--- src/rtl/pcm_pkg.sv ---
// Shared constants and FSM encoding for the PCM playback path.
package pcm_pkg;

   localparam int DAT_WIDTH = 16;
   // Signed zero; becomes the 50% duty point after offset-binary conversion.
   localparam int MIDSCALE  = 0;

   typedef enum logic [1:0] {
      ST_IDLE   = 2'd0,
      ST_FETCH  = 2'd1,
      ST_SETTLE = 2'd2
   } state_e;

endpackage

--- src/rtl/pdm_modulator.sv ---
// First-order sigma-delta modulator: signed sample in, 1-bit density out.
module pdm_modulator
   import pcm_pkg::*;
#(
   parameter int DAT_WIDTH = pcm_pkg::DAT_WIDTH,
   parameter int PDM_DIV   = 16
) (
   input  logic                 clk,
   input  logic                 reset,
   input  logic                 enable,
   input  logic [DAT_WIDTH-1:0] sample,
   output logic                 pdm_out
);

   localparam int DW = (PDM_DIV > 1) ? $clog2(PDM_DIV) : 1;

   logic [DW-1:0]        div_q, div_d;
   logic [DAT_WIDTH-1:0] acc_q, acc_d;
   logic                 pdm_q, pdm_d;
   logic                 update;
   logic [DAT_WIDTH-1:0] u;
   logic [DAT_WIDTH:0]   sum;

   assign update = (div_q == DW'(PDM_DIV - 1));

   // Flipping the sign bit maps signed PCM onto an unsigned 0..2^W-1 density.
   assign u   = (enable ? sample : DAT_WIDTH'(MIDSCALE)) ^ {1'b1, {(DAT_WIDTH-1){1'b0}}};
   assign sum = {1'b0, acc_q} + {1'b0, u};

   always_comb begin
      div_d = div_q + 1'b1;
      acc_d = acc_q;
      pdm_d = pdm_q;
      if (update) begin
         div_d = '0;
         acc_d = sum[DAT_WIDTH-1:0];
         pdm_d = sum[DAT_WIDTH];
      end
   end

   always_ff @(posedge clk) begin
      if (reset) begin
         div_q <= '0;
         acc_q <= '0;
         pdm_q <= 1'b0;
      end else begin
         div_q <= div_d;
         acc_q <= acc_d;
         pdm_q <= pdm_d;
      end
   end

   assign pdm_out = pdm_q;

endmodule

--- src/rtl/pcm_fifo_player.sv ---
// PCM FIFO reader: fetches one sample per tick and drives a PDM output.
// Optional volume attenuation is compiled in with PCM_PLAYER_VOLUME_EN.
module pcm_fifo_player
   import pcm_pkg::*;
#(
   parameter int DAT_WIDTH  = pcm_pkg::DAT_WIDTH,
   parameter int SAMPLE_DIV = 3125,
   parameter int PDM_DIV    = 16
) (
   input  logic                 clk,
   input  logic                 reset,
   input  logic                 enable,
   input  logic                 fifo_empty,
   input  logic [DAT_WIDTH-1:0] fifo_data,
`ifdef PCM_PLAYER_VOLUME_EN
   input  logic [3:0]           vol_shift,
`endif
   output logic                 fifo_rd,
   output logic [DAT_WIDTH-1:0] sample_out,
   output logic                 sample_valid,
   output logic                 underrun,
   output logic                 pdm_out
);

   localparam int CW = (SAMPLE_DIV > 1) ? $clog2(SAMPLE_DIV) : 1;

   logic [CW-1:0]        cnt_q, cnt_d;
   state_e               state_q, state_d;
   logic                 settle_q, settle_d;
   logic                 fifo_rd_q, fifo_rd_d;
   logic [DAT_WIDTH-1:0] sample_q, sample_d;
   logic                 valid_q, valid_d;
   logic                 underrun_q, underrun_d;
   logic                 tick;
   logic [DAT_WIDTH-1:0] mod_sample;

   assign tick = enable && (cnt_q == CW'(SAMPLE_DIV - 1));

   always_comb begin
      cnt_d      = tick ? '0 : cnt_q + 1'b1;
      state_d    = state_q;
      settle_d   = settle_q;
      fifo_rd_d  = 1'b0;
      sample_d   = sample_q;
      valid_d    = 1'b0;
      underrun_d = underrun_q;
      if (!enable) begin
         cnt_d      = '0;
         state_d    = ST_IDLE;
         settle_d   = 1'b0;
         sample_d   = DAT_WIDTH'(MIDSCALE);
         underrun_d = 1'b0;
      end else begin
         case (state_q)
            ST_IDLE: begin
               if (tick) begin
                  valid_d = 1'b1;
                  if (!fifo_empty) begin
                     state_d   = ST_FETCH;
                     fifo_rd_d = 1'b1;
                     sample_d  = fifo_data;
                  end else begin
                     underrun_d = 1'b1;
                  end
               end
            end
            ST_FETCH: begin
               state_d  = ST_SETTLE;
               settle_d = 1'b0;
            end
            // Two dead cycles let the FIFO pointer and empty flag catch up.
            ST_SETTLE: begin
               settle_d = 1'b1;
               if (settle_q) begin
                  state_d  = ST_IDLE;
                  settle_d = 1'b0;
               end
            end
            default: state_d = ST_IDLE;
         endcase
      end
   end

   always_ff @(posedge clk) begin
      if (reset) begin
         cnt_q      <= '0;
         state_q    <= ST_IDLE;
         settle_q   <= 1'b0;
         fifo_rd_q  <= 1'b0;
         sample_q   <= '0;
         valid_q    <= 1'b0;
         underrun_q <= 1'b0;
      end else begin
         cnt_q      <= cnt_d;
         state_q    <= state_d;
         settle_q   <= settle_d;
         fifo_rd_q  <= fifo_rd_d;
         sample_q   <= sample_d;
         valid_q    <= valid_d;
         underrun_q <= underrun_d;
      end
   end

   // A reset landing on the FETCH cycle must not consume the head word.
   assign fifo_rd      = fifo_rd_q & ~reset;
   assign sample_out   = sample_q;
   assign sample_valid = valid_q;
   assign underrun     = underrun_q;

`ifdef PCM_PLAYER_VOLUME_EN
   logic [3:0] vol_q, vol_d;

   always_comb begin
      vol_d = tick ? vol_shift : vol_q;
   end

   always_ff @(posedge clk) begin
      if (reset) vol_q <= '0;
      else       vol_q <= vol_d;
   end

   assign mod_sample = $signed(sample_q) >>> vol_q;
`else
   assign mod_sample = sample_q;
`endif

   pdm_modulator #(
      .DAT_WIDTH (DAT_WIDTH),
      .PDM_DIV   (PDM_DIV)
   ) u_pdm (
      .clk     (clk),
      .reset   (reset),
      .enable  (enable),
      .sample  (mod_sample),
      .pdm_out (pdm_out)
   );

endmodule

--- config.mk ---
export PLATFORM = sky130hd
export DESIGN_NAME = pcm_fifo_player
export DESIGN_NICKNAME = d
export VERILOG_FILES = /design/src/rtl/pcm_pkg.sv /design/src/rtl/pdm_modulator.sv /design/src/rtl/pcm_fifo_player.sv
export SDC_FILE = /design/constraint.sdc
export NUM_CORES = 1
export LEC_CHECK = 0
export CORE_MARGIN = 8
export CORE_UTILIZATION = 52
export CTS_CLUSTER_SIZE = 40
export DETAILED_ROUTE_END_ITERATION = 7
export PLACE_DENSITY = 0.84
export SLEW_MARGIN = 20
export SYNTH_ARGS = -nofsm -noshare
export SYNTH_HDL_FRONTEND = slang
export SYNTH_HIERARCHICAL = 1
export SYNTH_SLANG_ARGS = --single-unit
export TNS_END_PERCENT = 30
--- constraint.sdc ---
create_clock -name clk -period 6.85 [get_ports clk]
set_input_delay 1.37 -clock clk [delete_from_list [all_inputs] [get_ports clk]]
set_output_delay 1.37 -clock clk [all_outputs]
set_load 0.01 [all_outputs]
==> results.json <==
{
  "synthMuxAreaShare": 0.00307,
  "rsz0062_at_grt": "no",
  "timing.fmax_mhz": 243,
  "dp_slack_ps": 2550,
  "worst_slew_pin_slew_ps": 996,
  "clockRootBuffer": "clkbuf_8",
  "h-tree-depth": 2,
  "post-route-drc-count": 0,
  "syn_avg_cell_area_um2": 8.54,
  "met3_usage": 0.0252,
  "holdBufCountCts": 0,
  "max-cap-violations": 0,
  "timing.final.ws_setup_ps": 2730,
  "ioPinCount": 40,
  "synth_fa_ha_area_frac": 0.0943,
  "cp.required_ps": 5480,
  "synth.top_cell.area_share": 0.337,
  "cellPowerDensity_mw_per_mm2": 146,
  "synthMostInstantiatedCell": "dfxtp_1",
  "crit_chain": "clkdlybuf4s50_1 > buf_4 > nor2b_1 > clkdlybuf4s50_1",
  "critical_path_class": "primary input to output pin",
  "yosysSeqAreaShare": 0.337,
  "p_clk_frac": 0.358,
  "synth_top_cells_by_count": "55 x dfxtp_1, 36 x a21oi_1, 29 x nor2_1",
  "hold_viol": 0,
  "min_path_type": "flop to flop",
  "start_kind": "primary input",
  "period_needed_ps": 4120,
  "arrival_ps": 2750,
  "irDropWorstVdd_mv": 0.108,
  "finalWeightedCongestion": 0.876,
  "wl_per_cell_um": 16.2,
  "slew_headroom": 0.333,
  "cts_setup_buffers": 0,
  "grt_pass1_vias": 3002,
  "cts_tree": "yes",
  "crit_family": "buffers and inverters",
  "ys_ff_latch": 55,
  "synth_area_leaders": "dfxtp_1 34%, ha_1 8.8%, a21oi_1 5.5%, nand4b_1 4.8%, nor2_1 3.3%",
  "holdWs_ps": 472,
  "status": "finished, final reports clean",
  "setup_violations": 0,
  "synth_top_area_cell": "dfxtp_1",
  "async_flop_share": 0,
  "synthToLayoutAreaGrowth_pct": 15.1,
  "slowest_stage": "clkdlybuf4s50_1",
  "path_clk_slew_ps": 100,
  "drt-pass1-iter-count": 4,
  "clock_latency_ps": 320,
  "synth_nets": 426,
  "critPathMaxFanout": 26,
  "via_per_inst": 6.11,
  "sw_frac_of_total": 0.248,
  "comb_power_share": 0.052,
  "synthSimpleGateAreaFrac": 0.264,
  "cts_sinks": 55,
  "die_y_um": 95.2,
  "synth_compound_area_frac": 0.220,
  "die_x_um": 95.2,
  "drive_above_1_share": 0.0485,
  "hpwlAfterDp_mm": 5.67,
  "setup_tns_ps": 0,
  "initial_core_util": 0.526,
  "endpoint_kind": "output pin",
  "synth_edf_count": 0,
  "p_switching_uw": 136,
  "synth_top_family_by_area": "simple AND/OR/NAND/NOR gates",
  "crit_top_cell": "clkdlybuf4s50_1",
  "route.antenna.remaining_nets": 0,
  "antenna_found_initial": 0,
  "grt_max_degree": 27,
  "first_iter_violations": 205,
  "num_rows": 29,
  "total_power_uw": 549,
  "pwr-share-seq": 0.590,
  "grtUsageMet2": 0.315,
  "core_mm2": 0.00620,
  "cts_resized": 0,
  "synthesis.area_mm2": 0.00326,
  "via_count": 2986,
  "portBuffers": 39,
  "track_usage": 0.180,
  "syn_inst": 382,
  "grt.busiest_layer": "met2",
  "drt-total-wl_mm": 7.91,
  "fillers": 537,
  "finalInstanceArea_mm2": 0.00376,
  "grtUsageMet1": 0.209,
  "fin_crit_sh": 0.602,
  "cts.path.max_buffers": 2,
  "synth_warnings": 6,
  "max_stage_delay_ps": 570,
  "fin_nets": 455,
  "yosysUniqueCellTypes": 58,
  "fp.dieArea_mm2": 0.00907,
  "overflow": 0,
  "synthXorXnorAreaFrac": 0.0349,
  "drv_slew": 0,
  "synth_flop_cell": "dfxtp_1",
  "crit_buf_inv": 3,
  "antenna_cells": 0,
  "cts_buffers": 5,
  "grt_pass1_wl_mm": 13.5,
  "placed_area_mm2": 0.00366,
  "leakage_uw": 0.00135,
  "p_int_uw": 413,
  "clock_skew_ps": 6.48
}
==> kinds of logic after synthesis <==
group	Yosys count
and+or+nand+nor	146
buffers and inverters	32
DFF	55
adders and majority gates	24
AOI/OAI and AO/OA	111
xor gates and xnor gates	13
muxes	1
==> worst min-delay path, delay by kind of cell, from the launching register on <==
| family | cells | cell delay [ps] |
|---|---|---|
| compound gates | 1 | 50 |
| simple gates | 1 | 50 |
| flops | 1 | 330 |
==> power groups by stage <==
stage	Combinational [uW]	Clock, uW	Sequential (uW)
6_report	28.4	197	324
5_1_grt	30.5	210	325
4_1_cts	28.3	200	324
3_5_place_dp	28.1	0	332
3_3_place_gp	27.8	0	332
2_1_floorplan	13.1	0	331
==> per-layer routing <==
layer	share of wire	wire (um)	vias up
li1	-	-	1473
met1	0.44	3490	1426
met2	0.50	3960	69
met3	0.033	262	18
met4	0.024	193	0
met5	0	0	-
==> through the flow <==
stage	utilization	instances
after floorplan	-	382
after global placement	0.590	481
after detailed placement	0.590	481
after CTS	0.606	489
after global routing	0.606	489
final	0.606	489
==> final timing paths <==
kind                       start  depth (start not counted)  slack, ps             end
setup / recovery           reset                          4       2730         fifo_rd
hold / removal    u_pdm/acc_q[4]                          2        470  u_pdm/acc_q[4]
setup reg to reg        cnt_q[0]                          6       4260        cnt_q[8]
hold reg to reg   u_pdm/acc_q[4]                          2        470  u_pdm/acc_q[4]
==> registers in the layout, indices dropped and copies added, names as in the netlist <==
name,count
u_pdm/pdm_out,1
underrun,1
u_pdm/div_q,4
sample_out,16
state_q,2
sample_valid,1
fifo_rd_q,1
settle_q,1
cnt_q,12
u_pdm/acc_q,16
==> cell type report <==
type | count | area, um2 | area share
clock buffer | 5 | 68.8 | 0.0183
inverter | 14 | 52.6 | 0.0140
clock inverter | 3 | 27.5 | 0.00733
timing repair buffer | 40 | 398 | 0.106
multi-input combinational | 295 | 2010 | 0.536
sequential | 55 | 1100 | 0.293
tap | 77 | 96.3 | 0.0256
==> cell usage in the layout (no fill, tap or decap), drive strengths merged, types with 2 or more instances in the layout <==
cell type and instances:
nand3 13, dfxtp 55, o2111ai 2, nand4b 18, o211ai 5, nor2 29
nor2b 5, ha 23, nand4 5, a211oi 5, a21o 2, a311oi 2
clkdlybuf4s50 39, nand2 19, o22ai 3, a21oi 36, clkbuf 5, nor4 3
nor3 8, o31a 2, a211o 3, o31ai 5, nand2b 5, inv 16
and3 4, and4 4, xnor2 9, o21ai 28, or3 7, nand3b 3
a31oi 3, and2 17, xor2 4, o21a 6
(Power assumes the default switching activity.)
